File: src/rtl/sm83_seq_pkg.sv
// Shared definitions for the SM83 decoder sequencer and its bus encoder.
// Holds the prefix and dispatch opcodes, the bit positions of each true
// (odd-indexed) field on the complementary decoder bus `a`, and the M-cycle
// state type.
package sm83_seq_pkg;

  localparam logic [7:0] CB_OPCODE   = 8'hCB;
  localparam logic [7:0] DISPATCH_IR = 8'h00;

  // True-polarity positions on `a`; the complement of each sits one bit below.
  localparam int A_INTR = 1;
  localparam int A_CB   = 3;
  localparam int A_IR7  = 5;
  localparam int A_IR6  = 7;
  localparam int A_IR5  = 9;
  localparam int A_IR4  = 11;
  localparam int A_IR3  = 13;
  localparam int A_IR2  = 15;
  localparam int A_IR1  = 17;
  localparam int A_IR0  = 19;
  localparam int A_ST2  = 21;
  localparam int A_ST1  = 23;
  localparam int A_ST0  = 25;

  localparam int A_WIDTH = 26;

  typedef logic [2:0] mstate_t;

endpackage

File: src/rtl/seq_abus_encode.sv
// Combinational encoder from sequencer registers to the 26-bit complementary
// decoder input bus. Each field drives an odd bit and its inverse drives the
// even bit directly below, so a[2k] ^ a[2k+1] is always 1.
// Ports:
//   intr  - interrupt-dispatch mode
//   cb    - CB-prefix mode
//   ir    - instruction register
//   state - M-cycle state counter
//   a     - encoded decoder bus
module seq_abus_encode
  import sm83_seq_pkg::*;
(
  input  logic          intr,
  input  logic          cb,
  input  logic [7:0]    ir,
  input  mstate_t       state,
  output logic [25:0]   a
);

  logic [25:0] true_bits;

  always_comb begin
    // NOTE: every bit gets a default before the field writes so no partial
    // assignment can leave a latch behind.
    true_bits         = '0;
    true_bits[A_INTR] = intr;
    true_bits[A_CB]   = cb;
    true_bits[A_IR7]  = ir[7];
    true_bits[A_IR6]  = ir[6];
    true_bits[A_IR5]  = ir[5];
    true_bits[A_IR4]  = ir[4];
    true_bits[A_IR3]  = ir[3];
    true_bits[A_IR2]  = ir[2];
    true_bits[A_IR1]  = ir[1];
    true_bits[A_IR0]  = ir[0];
    true_bits[A_ST2]  = state[2];
    true_bits[A_ST1]  = state[1];
    true_bits[A_ST0]  = state[0];
  end

  always_comb begin
    a = '0;
    for (int k = 0; k < A_WIDTH / 2; k++) begin
      a[2*k+1] = true_bits[2*k+1];
      a[2*k]   = ~true_bits[2*k+1];
    end
  end

endmodule

File: src/rtl/decoder_sequencer.sv
// Upstream stage of the SM83 decoders. Owns IR, CB-prefix mode,
// interrupt-dispatch mode, the M-cycle state counter and the T-phase counter,
// and presents them on the complementary decoder bus together with the
// writeback (CLK5) and SeqOut_2 phase strobes.
// Ports:
//   CLK       - core clock, rising edge
//   nRESET    - synchronous active-low reset
//   stall     - memory wait, freezes all state
//   data_in   - opcode byte, sampled at the M-cycle boundary
//   op_done   - last M-cycle of the current instruction
//   int_req   - pending enabled interrupt
//   halt_req  - HALT, qualified with op_done
//   a         - decoder input bus
//   writeback - CLK5 strobe
//   seq_out2  - SeqOut_2 strobe
//   halted    - core is in HALT
//   seq_err   - sticky state-counter overflow
module decoder_sequencer
  import sm83_seq_pkg::*;
#(
  parameter logic [7:0] CB_OPCODE_P   = CB_OPCODE,
  parameter logic [7:0] DISPATCH_IR_P = DISPATCH_IR
) (
  input  logic        CLK,
  input  logic        nRESET,
  input  logic        stall,
  input  logic [7:0]  data_in,
  input  logic        op_done,
  input  logic        int_req,
  input  logic        halt_req,
  output logic [25:0] a,
  output logic        writeback,
  output logic        seq_out2,
  output logic        halted,
  output logic        seq_err
);

  logic [7:0] ir;
  logic       cb_mode;
  logic       intr_dispatch;
  mstate_t    state;
  logic [1:0] t;

  // The CB opcode is only a prefix when it was fetched as a plain opcode,
  // not as a CB suffix and not as the forced dispatch value.
  logic is_prefix;
  assign is_prefix = (ir == CB_OPCODE_P) && !cb_mode && !intr_dispatch;

  always_ff @(posedge CLK) begin
    // NOTE: all state updates are non-blocking so every register sees the
    // pre-edge values of its neighbours.
    if (!nRESET) begin
      ir            <= 8'h00;
      cb_mode       <= 1'b0;
      intr_dispatch <= 1'b0;
      state         <= '0;
      t             <= 2'd0;
      halted        <= 1'b0;
      seq_err       <= 1'b0;
    end else if (!stall) begin
      t <= t + 2'd1;
      if (t == 2'd3) begin
        if (halted) begin
          // Only an interrupt wakes HALT; op_done is meaningless here.
          if (int_req) begin
            halted        <= 1'b0;
            intr_dispatch <= 1'b1;
            cb_mode       <= 1'b0;
            ir            <= DISPATCH_IR_P;
          end
        end else if (op_done) begin
          state <= '0;
          if (halt_req && !int_req) begin
            halted <= 1'b1;
          end else if (int_req && !is_prefix) begin
            intr_dispatch <= 1'b1;
            cb_mode       <= 1'b0;
            ir            <= DISPATCH_IR_P;
          end else if (is_prefix) begin
            cb_mode <= 1'b1;
            ir      <= data_in;
          end else begin
            cb_mode       <= 1'b0;
            intr_dispatch <= 1'b0;
            ir            <= data_in;
          end
        end else if (state == 3'd7) begin
          seq_err <= 1'b1;
        end else begin
          state <= state + 3'd1;
        end
      end
    end
  end

  assign writeback = t[0];
  assign seq_out2  = ~t[1];

  seq_abus_encode u_abus (
    .intr  (intr_dispatch),
    .cb    (cb_mode),
    .ir    (ir),
    .state (state),
    .a     (a)
  );

endmodule

File: config.mk
export PLATFORM = sky130hd
export DESIGN_NAME = decoder_sequencer
export DESIGN_NICKNAME = d
export VERILOG_FILES = /design/src/rtl/sm83_seq_pkg.sv /design/src/rtl/seq_abus_encode.sv /design/src/rtl/decoder_sequencer.sv
export SDC_FILE = /design/constraint.sdc
export NUM_CORES = 1
export LEC_CHECK = 0
export CORE_ASPECT_RATIO = 1.1
export CORE_MARGIN = 5
export CORE_UTILIZATION = 35
export CTS_BUF_LIST = sky130_fd_sc_hd__clkbuf_8
export DETAILED_ROUTE_END_ITERATION = 8
export PLACE_DENSITY = 0.86
export SLEW_MARGIN = 20
export SYNTH_ARGS = -nofsm -noshare
export SYNTH_HDL_FRONTEND = slang
export SYNTH_SLANG_ARGS = --single-unit
File: constraint.sdc
create_clock -name CLK -period 1.47 [get_ports CLK]
set_input_delay 0.2205 -clock CLK [delete_from_list [all_inputs] [get_ports CLK]]
set_output_delay 0.2205 -clock CLK [all_outputs]
set_load 0.02 [all_outputs]
==> summary by stage <==
Run status
The run finished, with violations left. The final reports fail on negative setup slack.

Final layout
The layout has 168 filler cells. The number of nets in the layout is about 160. 0 antenna diodes ended up in the layout. The post-route cell area is between 1000 and 1500 um2. Relative to the synthesized area, the layout overhead comes to 81.3%. The post-route netlist has 20.3% of its cells at a drive strength greater than 1.

GRT
The largest net degree at the start of global routing is 10. The first global-routing pass estimated 3.34 mm of wire. The overall global routing resource usage is 12.9%. The via count of the first global-routing pass is 791.

The total overflow reported by the global router is 0. The number of antenna violations at the first check in global routing is 0.

Power
Combinational cells account for 12.7% of the total power. The power density of the placed cells is 643 nW/um2. The static leakage power is 0.637 nW. Internal power comes to 0.724 mW.

In this run the power spent charging and discharging nets is 0.213 mW. Of the total power, the share spent switching nets is 22.8%. After layout, the design draws a total of 0.937 mW. The share of total power dissipated in the clock network is ~36%. The peak supply drop is between 0.5 and 0.6 mV.

The relative contribution of sequential cells to total power is 51.0%.

Die
The floorplan has 18 rows. The die extent in x is 55.7 um. The height of the die is roughly 60 um.

The count of boundary I/O pins is 44. The die covers roughly 3400 um2. Once the floorplan was initialized, standard cells occupied 36.1% of the core.

The placeable core region is 2230 um2.

Logic synthesis
The mapped netlist covers 805 um2. The number of distinct library cell variants in the gate-level netlist after synthesis is 27. Counting instances in the post-synthesis netlist gives the leading cell types as sky130_fd_sc_hd__dfxtp_1, sky130_fd_sc_hd__nor2_1, sky130_fd_sc_hd__inv_1. The count of flip-flops with a built-in enable after synthesis is 0. The number of register bits inferred by synthesis is 17.

Ranked by total cell area, the synthesized netlist is headed by sky130_fd_sc_hd__dfxtp_1, sky130_fd_sc_hd__mux2i_1, sky130_fd_sc_hd__nor2_1, sky130_fd_sc_hd__inv_1, sky130_fd_sc_hd__ha_1. The number of nets handed over by synthesis was 105. The average instance in the mapped netlist occupies 9.14 um2. Sequential cells were found to cover a little over two fifths of the synthesized design area. The main flop type after synthesis is sky130_fd_sc_hd__dfxtp_1. The share of flip-flops with an asynchronous set or reset is 0%. The most area-hungry cell type in the Yosys netlist is sky130_fd_sc_hd__dfxtp_1. The top cell type by area accounts for between 40% and 50% of the synthesized area. Counting every instance in the synthesized netlist gives a little under 90.

The Yosys step of the flow raised 0 warnings. Among all cell types in the netlist, the one instantiated most often is sky130_fd_sc_hd__dfxtp_1.

Hold path
The worst hold path belongs to the class reg2reg. The source of the worst hold timing path is seq_err. The worst hold path passes through 2 cells. The hold path endpoint is seq_err.

Placed design
Buffers placed on the I/O ports in this run total 43. Detailed placement finished with a half-perimeter wire length of 1.63 mm. The final estimated routing congestion in global placement is slightly below 0.7. The post-placement cell area is 1320 um2.

Route
The number of remaining DRC errors is 0. The routed design has 2.23 mm of wire. The first routing iteration left 16 violations. For this run, the detailed router's first-pass iteration total came to 4. The count of nets left with antenna violations once routing finished came out at 0. The vias per cell is 4.59. The vias after detailed routing is 794.

The detail-routed net length per standard cell is 12.9 um.

Timing
At the pin with the least slew margin, the transition time is between 0.2 and 0.3 ns. Setup slack on the critical path of the routed design comes to -0.0244 ns. Setup violations remaining at the end of the flow were counted as 1. The shortest clock period the worst path allows after layout is 1.49 ns. The worst path uses 102% of the clock period. The setup TNS after final layout is -0.0244 ns. The max-slew violation total from the final report is 0.

Setup repair after global routing could not meet its margin everywhere. The hold slack is 0.525 ns. The count of final hold-check violations is 0. Derived from the worst setup path, the maximum achievable clock frequency is 0.669 GHz.

In this run the tightest slew margin relative to its limit is 80.7%. The setup clock skew after layout is 0.00690 ns.

Worst setup path
The critical-path cell with the highest stage delay is sky130_fd_sc_hd__or3_4. The flop-to-flop setup slack is -0.02 ns. The critical path goes through ha_4 -> ha_2 -> nand2b_1 -> nand3b_1 -> or3_4 -> a21oi_2. The worst setup path is launched from a flop. Of all nets on the critical path, the largest fanout is 3.

On the worst path, the slowest cell contributes a delay of 0.39 ns. The worst register-to-register path has a depth of 6. The path type of the worst setup path is reg2reg. The dominant delay contributor by cell family on the critical path is simple AND/OR/NAND/NOR gates.

At the worst endpoint, the required time is 1.65 ns. Together, buffers and inverters on the worst path number 0. The nature of the critical path endpoint is a flop. The worst register-to-register path begins at state[1]. The arrival time of the worst setup path is 1.68 ns. The terminus of the critical flop-to-flop path is state[0]. The origin of the worst setup path is state[1].

Clocking
The total clock sinks is 17. The insertion delay of the later-clocked pin in the worst-skew pair is 0.25 ns. Hold repair after CTS inserted 0 buffers. The total clock buffers created by CTS is 3. The clock-pin slew on the worst setup and hold paths is 0.07 ns. The CTS tree is built. The clock passes through at most 2 buffers. The root buffer selected by CTS is sky130_fd_sc_hd__clkbuf_8. CTS built an H-tree with a depth of 1.

Job
The tool flagged a number of max-cap violations equal to 0.
[layout by cell type, fill, tap and decap left out, types with 2 or more instances in the layout]
| master | count |
|---|---|
| sky130_fd_sc_hd__a21oi_1 | 2 |
| sky130_fd_sc_hd__buf_4 | 10 |
| sky130_fd_sc_hd__clkbuf_8 | 3 |
| sky130_fd_sc_hd__clkdlybuf4s50_1 | 15 |
| sky130_fd_sc_hd__dfxtp_1 | 13 |
| sky130_fd_sc_hd__dfxtp_2 | 4 |
| sky130_fd_sc_hd__dlygate4sd2_1 | 14 |
| sky130_fd_sc_hd__dlymetal6s2s_1 | 14 |
| sky130_fd_sc_hd__ha_4 | 2 |
| sky130_fd_sc_hd__inv_1 | 16 |
| sky130_fd_sc_hd__mux2i_1 | 11 |
| sky130_fd_sc_hd__nand2b_1 | 2 |
| sky130_fd_sc_hd__nor2_1 | 16 |
[metrics by stage]
stage | instances | utilization [%] | setup WS [ns]
after floorplan | 88 | - | 0.0243
after global placement | 167 | 59.1 | -0.143
after detailed placement | 167 | 59.1 | -0.179
after CTS | 171 | 60.9 | 0.00682
after global routing | 173 | 65.4 | -0.107
final | 173 | 65.4 | -0.0244
[repair_timing]
action	CTS	global route
pin swaps	0	4
resized for setup	16	24
setup buffers	0	2
endpoints found under the setup margin	22	24
[worst max-delay path by stage]
stage,cells after the start,endpoint,slack [ns]
2_1_floorplan,6,ir[0],0.02
3_3_place_gp,6,ir[6],-0.14
3_5_place_dp,6,ir[7],-0.18
4_1_cts,2,a[22],0.007
5_1_grt,6,state[0],-0.11
6_report,6,state[0],-0.02
[registers in the layout (all words and copies together), names as in the netlist]
name / count
intr_dispatch: 1
halted: 1
cb_mode: 1
ir: 8
seq_err: 1
state: 3
t: 2
[layout make-up]
type	count	area (um2)	share of cell area, %
clock inverter	1	3.75	0.257
tap	30	37.5	2.57
multi-input combinational	53	440	30.2
timing repair buffer	54	534	36.6
inverter	15	56.3	3.86
sequential	17	345	23.7
clock buffer	3	41.3	2.83
[worst reg2reg max path: stages, from the launching register on]
cell and delay (ns):
sky130_fd_sc_hd__dfxtp_2 0.34, sky130_fd_sc_hd__ha_4 0.16, sky130_fd_sc_hd__ha_2 0.16, sky130_fd_sc_hd__nand2b_1 0.10, sky130_fd_sc_hd__nand3b_1 0.14, sky130_fd_sc_hd__or3_4 0.39, sky130_fd_sc_hd__a21oi_2 0.14
[logic make-up (layout without fill, tap and decap cells)]
family / Yosys count / in the layout / share of synthesized area [%]
and+or+nand+nor: 29 / 29 / 20.2
DFF: 17 / 17 / 42.3
AOI/OAI and AO/OA: 9 / 9 / 7.78
adders and majority gates: 3 / 3 / 4.67
xor gates and xnor gates: 1 / 1 / 1.09
muxes: 11 / 11 / 13.7
buffers and inverters: 18 / 73 / 10.3
[per-layer routing]
metal | track usage (%) | up-vias | share of wire [%]
met2 | 23.8 | 34 | 51
met4 | 5.21 | 0 | 0.49
met1 | 12.6 | 360 | 40
met5 | 0 | - | 0
met3 | 5.83 | 2 | 9.0
li1 | - | 398 | -
[power groups by stage]
stage	Clock, mW	Sequential [mW]	Combinational, mW
2_1_floorplan	0	0.490	0.0341
3_3_place_gp	0	0.485	0.107
3_5_place_dp	0	0.485	0.110
4_1_cts	0.343	0.475	0.111
5_1_grt	0.364	0.479	0.129
6_report	0.341	0.478	0.119
(Power assumes the default switching activity.)
